===== src/rtl/id_stage_decode_pkg.sv =====
// Shared decode constants: ALU opcode map, RV32 major opcodes, immediate selects.
package id_stage_decode_pkg;

  localparam int XLEN    = 32;
  localparam int ALUOP_W = 5;

  // ALU opcodes understood by the execute-stage ALU
  localparam logic [4:0] ALU_ADD    = 5'b00000;
  localparam logic [4:0] ALU_SUB    = 5'b00001;
  localparam logic [4:0] ALU_OR     = 5'b00010;
  localparam logic [4:0] ALU_XOR    = 5'b00011;
  localparam logic [4:0] ALU_AND    = 5'b00100;
  localparam logic [4:0] ALU_SRL    = 5'b00101;
  localparam logic [4:0] ALU_SLL    = 5'b00110;
  localparam logic [4:0] ALU_SRA    = 5'b00111;
  localparam logic [4:0] ALU_MUL    = 5'b01000;
  localparam logic [4:0] ALU_MULH   = 5'b01001;
  localparam logic [4:0] ALU_MULHU  = 5'b01010;
  localparam logic [4:0] ALU_MULHSU = 5'b01011;
  localparam logic [4:0] ALU_DIV    = 5'b01100;
  localparam logic [4:0] ALU_DIVU   = 5'b01101;
  localparam logic [4:0] ALU_REM    = 5'b01110;
  localparam logic [4:0] ALU_REMU   = 5'b01111;
  localparam logic [4:0] ALU_SLT    = 5'b10000;
  localparam logic [4:0] ALU_PASS2  = 5'b10001;

  // RV32 major opcodes
  localparam logic [6:0] OPC_OP     = 7'b0110011;
  localparam logic [6:0] OPC_OPIMM  = 7'b0010011;
  localparam logic [6:0] OPC_LOAD   = 7'b0000011;
  localparam logic [6:0] OPC_STORE  = 7'b0100011;
  localparam logic [6:0] OPC_BRANCH = 7'b1100011;
  localparam logic [6:0] OPC_JAL    = 7'b1101111;
  localparam logic [6:0] OPC_JALR   = 7'b1100111;
  localparam logic [6:0] OPC_LUI    = 7'b0110111;
  localparam logic [6:0] OPC_AUIPC  = 7'b0010111;

  // Immediate format select; IMM_SH is the zero-extended shift amount
  typedef enum logic [2:0] {
    IMM_NONE = 3'd0,
    IMM_I    = 3'd1,
    IMM_S    = 3'd2,
    IMM_B    = 3'd3,
    IMM_U    = 3'd4,
    IMM_J    = 3'd5,
    IMM_SH   = 3'd6
  } imm_sel_e;

  // Shared funct3 -> ALU op map for OP / OP-IMM base integer instructions
  function automatic logic [4:0] base_alu_op(input logic [2:0] f3);
    logic [4:0] op;
    case (f3)
      3'b000:  op = ALU_ADD;
      3'b001:  op = ALU_SLL;
      3'b010:  op = ALU_SLT;
      3'b011:  op = ALU_SLT;
      3'b100:  op = ALU_XOR;
      3'b101:  op = ALU_SRL;
      3'b110:  op = ALU_OR;
      default: op = ALU_AND;
    endcase
    return op;
  endfunction

endpackage


===== src/rtl/id_stage_decode_imm_gen.sv =====
// Combinational immediate generator: extracts and sign-extends the selected format.
module imm_gen
  import id_stage_decode_pkg::*;
#(
  parameter int XLEN = 32
) (
  input  logic [31:0]     instr,
  input  imm_sel_e        sel,
  output logic [XLEN-1:0] imm
);

  // Pick the immediate layout; every format except the shift amount is sign-extended
  always_comb begin
    imm = '0;
    case (sel)
      IMM_I:  imm = XLEN'($signed(instr[31:20]));
      IMM_S:  imm = XLEN'($signed({instr[31:25], instr[11:7]}));
      IMM_B:  imm = XLEN'($signed({instr[31], instr[7], instr[30:25], instr[11:8], 1'b0}));
      IMM_U:  imm = XLEN'($signed({instr[31:12], 12'b0}));
      IMM_J:  imm = XLEN'($signed({instr[31], instr[19:12], instr[20], instr[30:21], 1'b0}));
      IMM_SH: imm = XLEN'(instr[24:20]);
      default: imm = '0;
    endcase
  end

endmodule


===== src/rtl/id_stage_decode.sv =====
// RV32IM decode stage: decodes the incoming word and holds it in a single ID/EX entry.
module id_stage_decode
  import id_stage_decode_pkg::*;
#(
  parameter int XLEN    = 32,
  parameter int ALUOP_W = 5
) (
  input  logic               clk,
  input  logic               reset_n,
  input  logic               flush,
  input  logic               in_valid,
  output logic               in_ready,
  input  logic [31:0]        in_instr,
  input  logic [XLEN-1:0]    in_pc,
  output logic               out_valid,
  input  logic               out_ready,
  output logic [ALUOP_W-1:0] out_alu_op,
  output logic [XLEN-1:0]    out_imm,
  output logic [XLEN-1:0]    out_pc,
  output logic [4:0]         out_rs1,
  output logic [4:0]         out_rs2,
  output logic [4:0]         out_rd,
  output logic               out_src_imm,
  output logic               out_src_pc,
  output logic               out_reg_wr,
  output logic               out_mem_rd,
  output logic               out_mem_wr,
  output logic               out_branch,
  output logic               out_jump,
  output logic [2:0]         out_funct3,
  output logic               out_illegal
);

  typedef struct packed {
    logic [ALUOP_W-1:0] alu_op;
    logic [XLEN-1:0]    imm;
    logic [XLEN-1:0]    pc;
    logic [4:0]         rs1;
    logic [4:0]         rs2;
    logic [4:0]         rd;
    logic               src_imm;
    logic               src_pc;
    logic               reg_wr;
    logic               mem_rd;
    logic               mem_wr;
    logic               branch;
    logic               jump;
    logic [2:0]         funct3;
    logic               illegal;
  } idex_t;

  logic [6:0]  opcode;
  logic [2:0]  funct3;
  logic [6:0]  funct7;
  logic [4:0]  rd;
  imm_sel_e    imm_sel;
  logic [XLEN-1:0] imm;
  logic [4:0]  alu_op;
  logic        src_imm, src_pc, reg_wr, mem_rd, mem_wr, branch, jump, illegal;

  idex_t entry_q, entry_d;
  logic  valid_q, valid_d;
  logic  transfer;

  assign opcode = in_instr[6:0];
  assign rd     = in_instr[11:7];
  assign funct3 = in_instr[14:12];
  assign funct7 = in_instr[31:25];

  imm_gen #(.XLEN(XLEN)) u_imm_gen (
    .instr (in_instr),
    .sel   (imm_sel),
    .imm   (imm)
  );

  // Decode the incoming word into ALU op, operand selects and control bits
  always_comb begin
    alu_op  = ALU_ADD;
    imm_sel = IMM_NONE;
    src_imm = 1'b0;
    src_pc  = 1'b0;
    reg_wr  = 1'b0;
    mem_rd  = 1'b0;
    mem_wr  = 1'b0;
    branch  = 1'b0;
    jump    = 1'b0;
    illegal = 1'b0;
    case (opcode)
      OPC_OP: begin
        reg_wr = 1'b1;
        case (funct7)
          7'b0000000: alu_op = base_alu_op(funct3);
          7'b0100000: begin
            if (funct3 == 3'b000)      alu_op = ALU_SUB;
            else if (funct3 == 3'b101) alu_op = ALU_SRA;
            else                       illegal = 1'b1;
          end
          7'b0000001: begin
            case (funct3)
              3'b000:  alu_op = ALU_MUL;
              3'b001:  alu_op = ALU_MULH;
              3'b010:  alu_op = ALU_MULHSU;
              3'b011:  alu_op = ALU_MULHU;
              3'b100:  alu_op = ALU_DIV;
              3'b101:  alu_op = ALU_DIVU;
              3'b110:  alu_op = ALU_REM;
              default: alu_op = ALU_REMU;
            endcase
          end
          default: illegal = 1'b1;
        endcase
      end
      OPC_OPIMM: begin
        reg_wr  = 1'b1;
        src_imm = 1'b1;
        imm_sel = IMM_I;
        alu_op  = base_alu_op(funct3);
        if (funct3 == 3'b001) begin
          imm_sel = IMM_SH;
          if (funct7 != 7'b0000000) illegal = 1'b1;
        end else if (funct3 == 3'b101) begin
          imm_sel = IMM_SH;
          alu_op  = in_instr[30] ? ALU_SRA : ALU_SRL;
        end
      end
      OPC_LOAD: begin
        imm_sel = IMM_I;
        src_imm = 1'b1;
        mem_rd  = 1'b1;
        reg_wr  = 1'b1;
      end
      OPC_STORE: begin
        imm_sel = IMM_S;
        src_imm = 1'b1;
        mem_wr  = 1'b1;
      end
      OPC_BRANCH: begin
        alu_op  = ALU_SUB;
        imm_sel = IMM_B;
        branch  = 1'b1;
      end
      OPC_JAL: begin
        imm_sel = IMM_J;
        src_pc  = 1'b1;
        src_imm = 1'b1;
        jump    = 1'b1;
        reg_wr  = 1'b1;
      end
      OPC_JALR: begin
        if (funct3 == 3'b000) begin
          imm_sel = IMM_I;
          src_imm = 1'b1;
          jump    = 1'b1;
          reg_wr  = 1'b1;
        end else begin
          illegal = 1'b1;
        end
      end
      OPC_LUI: begin
        alu_op  = ALU_PASS2;
        imm_sel = IMM_U;
        src_imm = 1'b1;
        reg_wr  = 1'b1;
      end
      OPC_AUIPC: begin
        imm_sel = IMM_U;
        src_pc  = 1'b1;
        src_imm = 1'b1;
        reg_wr  = 1'b1;
      end
      default: illegal = 1'b1;
    endcase
    // Unsupported encodings become a harmless NOP that still carries the illegal flag
    if (illegal) begin
      alu_op  = ALU_ADD;
      imm_sel = IMM_NONE;
      src_imm = 1'b0;
      src_pc  = 1'b0;
      reg_wr  = 1'b0;
      mem_rd  = 1'b0;
      mem_wr  = 1'b0;
      branch  = 1'b0;
      jump    = 1'b0;
    end
    // x0 is hardwired; never request a write to it
    if (rd == 5'd0) reg_wr = 1'b0;
  end

  assign in_ready = !valid_q || out_ready;
  assign transfer = in_valid && in_ready;

  // Next ID/EX entry: flush beats transfer, transfer beats consume, otherwise hold
  always_comb begin
    entry_d = entry_q;
    valid_d = valid_q;
    if (flush) begin
      valid_d = 1'b0;
    end else if (transfer) begin
      valid_d         = 1'b1;
      entry_d.alu_op  = ALUOP_W'(alu_op);
      entry_d.imm     = imm;
      entry_d.pc      = in_pc;
      entry_d.rs1     = in_instr[19:15];
      entry_d.rs2     = in_instr[24:20];
      entry_d.rd      = rd;
      entry_d.src_imm = src_imm;
      entry_d.src_pc  = src_pc;
      entry_d.reg_wr  = reg_wr;
      entry_d.mem_rd  = mem_rd;
      entry_d.mem_wr  = mem_wr;
      entry_d.branch  = branch;
      entry_d.jump    = jump;
      entry_d.funct3  = funct3;
      entry_d.illegal = illegal;
    end else if (out_ready) begin
      valid_d = 1'b0;
    end
  end

  // ID/EX register
  always_ff @(posedge clk or negedge reset_n) begin
    if (!reset_n) begin
      valid_q <= 1'b0;
      entry_q <= '0;
    end else begin
      valid_q <= valid_d;
      entry_q <= entry_d;
    end
  end

  assign out_valid   = valid_q;
  assign out_alu_op  = entry_q.alu_op;
  assign out_imm     = entry_q.imm;
  assign out_pc      = entry_q.pc;
  assign out_rs1     = entry_q.rs1;
  assign out_rs2     = entry_q.rs2;
  assign out_rd      = entry_q.rd;
  assign out_src_imm = entry_q.src_imm;
  assign out_src_pc  = entry_q.src_pc;
  assign out_reg_wr  = entry_q.reg_wr;
  assign out_mem_rd  = entry_q.mem_rd;
  assign out_mem_wr  = entry_q.mem_wr;
  assign out_branch  = entry_q.branch;
  assign out_jump    = entry_q.jump;
  assign out_funct3  = entry_q.funct3;
  assign out_illegal = entry_q.illegal;

endmodule


===== config.mk =====
export PLATFORM = sky130hd
export DESIGN_NAME = id_stage_decode
export DESIGN_NICKNAME = d
export VERILOG_FILES = /design/src/rtl/id_stage_decode_pkg.sv /design/src/rtl/id_stage_decode_imm_gen.sv /design/src/rtl/id_stage_decode.sv
export SDC_FILE = /design/constraint.sdc
export NUM_CORES = 1
export LEC_CHECK = 0
export CAP_MARGIN = 0
export CORE_ASPECT_RATIO = 1.75
export CORE_UTILIZATION = 45
export DETAILED_ROUTE_END_ITERATION = 8
export PLACE_DENSITY = 0.87
export SYNTH_ARGS = -nofsm -noshare
export SYNTH_HDL_FRONTEND = slang
export SYNTH_SLANG_ARGS = --single-unit

===== constraint.sdc =====
create_clock -name clk -period 2.1 [get_ports clk]
set_input_delay 0.21 -clock clk [delete_from_list [all_inputs] [get_ports clk]]
set_output_delay 0.21 -clock clk [all_outputs]
set_load 0.01 [all_outputs]

==> reports/results.ini <==
[power]
pwr-share-clk_pct = 33.7
swShare_pct = 26.83
seqPwrFrac_pct = 43.7
netSwitchingPower_w = 0.001304
combPwrFrac_pct = 22.6
total_power_w = 0.004861
cell_internal_pwr_w = 0.003557
max-vdd-ir-drop_mv = 0.4517
power_density_mw_per_mm2 = 697.4
p_leak_nw = 3.074

[critical_path]
rrSetupSlack_ns = 0.38
worst_path_max_delay_cell = clkdlybuf4s50_1
critPathKind = primary input to flop
worstSetupStartpointType = primary input
path_max_fanout = 8
worstPathArrival_ns = 2.13
path_cells = clkdlybuf4s50_1 -> nand4bb_4 -> buf_4 -> nor2_1 -> o21ai_2 -> a22oi_1
end_kind = flop
crit_required_ns = 2.35
cpPeakStageDelay_ns = 0.49

[run_status]
status = finished clean

[synthesis]
avgSynthCellArea_sq_um = 9.041
ys_warn_count = 0
synth_edf_count = 0
async_flop_share_pct = 100.0
synth_cell_types = 50
ys.flop_type = dfrtp_1
synth_area_sq_mm = 0.004557
ys_ff_latch = 96
syn_inst = 504
seq_area_frac_synth_pct = 52.72
synthesis.nets = 573

[sta]
final-hold-violation-count = 0
fmax_mhz = 532.1
fin_crit_ns = 1.879
skew_ns = 0.004486
rsz0062_at_grt = false
hold_slack_ns = 0.3968
slew-limit-headroom_pct = 53.29
worstMarginPinSlew_ns = 0.7006
slew_violations = 0
post-route-period-util_pct = 89.49
setup_viol = 0

[grt]
grt_max_degree = 62
grt.total_usage_pct = 26.60
grt_overflow = 0
antenna_found_initial = 0
grt_pass1_vias = 4414
grt_pass1_wl_mm = 21.61

[placed_design]
dp_hpwl_mm = 10.62
port_buffers = 165
gp_congestion = 0.9169

[route]
wl_mm = 13.78
wl_per_cell_um = 16.58
dr.pass1.iters = 5
final_antenna_net_count = 0
met1Wirelength_mm = 4.932
via_per_inst = 5.343
num_vias = 4440
wl_met2_mm = 7.453
first_iter_violations = 298
remaining_drc_errors = 0
highest_layer = met4
dr_wl_met3_um = 626

[layout]
area_growth_pct = 52.97
diodes = 0
multiInputGateArea_sq_mm = 0.001969
final_nets = 770
final_layout_size_suffix_gt1_share_pct = 13.31
fill_cells = 729
final_util_pct = 70.77
seqCellArea_sq_mm = 0.002402

[min_path]
hp-class = primary input to flop

[cts]
post_cts_resized = 0
h-tree-depth = 3
clk_pin_slew_ns = 0.07
cts_tree = built
post-cts-setup-buffers = 0
cts_buffers = 9
clockBufferDepth = 2
clock_latency_ns = 0.34
clock-sinks = 96
cts-root-buf = clkbuf_16

[die]
dieArea_sq_mm = 0.01055
start_util_pct = 46.27
num_rows = 48
dieHeight_um = 135.1
core_sq_mm = 0.009849
ioPinCount = 166
fp.dieW_um = 78.07

[run]
maxCapViolCount = 0

## worst max-delay path: cells and delay by family
family	cells	cell delay, ns
and+or+nand+nor	2	0.77
buffers and inverters	2	0.67
AOI/OAI and AO/OA	2	0.47
## Yosys cell counts (2+ instances only)
cell      number  area [sq um]
a211o_1        2         17.52
a21oi_1       19         95.09
a21oi_2       10         87.58
a22o_1         8         70.07
a22oi_1       27         202.7
a31oi_1        4         25.02
a32oi_1        2         17.52
and2_1         2         12.51
and3b_1        2         17.52
buf_1          2         7.510
buf_2          7         35.03
buf_6          3         33.78
clkbuf_1      21         78.83
dfrtp_1       96          2402
inv_1          8         30.03
nand2_1      181         679.4
nand2b_1       8         50.05
nand3_1        4         20.02
nand3b_1       3         22.52
nand4_1        2         12.51
nand4b_1       2         17.52
nor2_1        23         86.33
nor2b_1        4         25.02
nor3_1         6         30.03
nor3b_1        4         30.03
nor4_1         5         31.28
nor4_4         2         42.54
o21a_1         2         15.01
o21ai_0       18         90.09
o21ai_2        2         17.52
o22ai_1        2         12.51
o31ai_2        2         25.02
o41ai_1        2         17.52
or4_1          2         15.01
xor2_1         2         17.52
## path summary, 6_finish.rpt
kind,from,to,cells after the start
setup / recovery,in_instr[2],out_imm[14]$_DFFE_PN0P_,6
hold / removal,in_pc[29],out_pc[29]$_DFFE_PN0P_,3
setup reg to reg,out_valid$_DFFE_PN0P_,out_pc[16]$_DFFE_PN0P_,7
hold reg to reg,out_pc[26]$_DFFE_PN0P_,out_pc[26]$_DFFE_PN0P_,2
max in group asynchronous,reset_n,out_imm[20]$_DFFE_PN0P_,3
min in group asynchronous,reset_n,out_jump$_DFFE_PN0P_,2
## power by group through the flow
stage	combinational, W	clock (W)	sequential, W
after floorplan	0.000310	0	0.00224
after global placement	0.00107	0	0.00215
after detailed placement	0.00110	0	0.00216
after CTS	0.00111	0.00168	0.00212
after global routing	0.00119	0.00175	0.00214
final	0.00110	0.00164	0.00212
## cells by family after synthesis
family	after synthesis	synth area share [%]
AOI/OAI and AO/OA	108	17.13
xor gates and xnor gates	3	0.5767
adders and majority gates	1	0.2197
buffers and inverters	42	4.173
DFF	96	52.72
and+or+nand+nor	254	25.18
## repair_timing
item / 4_1_cts / 5_1_grt
hold buffers: 1 / 0
endpoints found under the setup margin: 0 / 0
hold endpoints to repair: 49 / 0
## cell usage in the layout, fill, tap and decap left out, types with 3 or more instances in the layout
cell / instances
nand2_1: 181
clkdlybuf4s50_1: 164
dfrtp_1: 96
buf_4: 51
a22oi_1: 27
nor2_1: 23
a21oi_1: 19
o21ai_0: 18
a21oi_2: 10
clkbuf_16: 9
inv_1: 8
nand2b_1: 8
a22o_1: 8
nor3_1: 6
nor4_1: 5
nor2b_1: 4
nand3_1: 4
a31oi_1: 4
buf_12: 4
nand3b_1: 3
nor3b_1: 3
## state kept, by name, summed over array words and instances (netlist names)
signal,cells
out_alu_op,5
out_branch,1
out_funct3,3
out_illegal,1
out_imm,32
out_jump,1
out_mem_rd,1
out_mem_wr,1
out_pc,32
out_rd,5
out_reg_wr,1
out_rs1,5
out_rs2,5
out_src_imm,1
out_src_pc,1
out_valid,1
## metrics by stage
stage	instance area, sq um	setup slack, ns	instances	TNS (ns)
floorplan	4557	0.4368	504	0
global placement	6663	-0.04678	814	-0.4165
detailed placement	6663	-0.1143	814	-2.247
CTS	6970	0.2371	831	0
global route	6970	0.08079	831	0
finish	6970	0.2208	831	0
## metal layers
metal,up-vias,GRT usage [%]
met5,-,0
met4,0,15.74
met3,52,4.865
met2,178,48.59
met1,2104,27.91
li1,2106,-
## layout make-up
type                       count  share of cell area (%)
timing repair buffer         220                   30.34
clock buffer                  11                   3.339
inverter                       8                  0.4308
sequential                    96                   34.46
tap                          125                   2.244
clock inverter                 5                  0.9334
multi-input combinational    366                   28.25
Note: power is estimated with default switching activity, not from simulation.
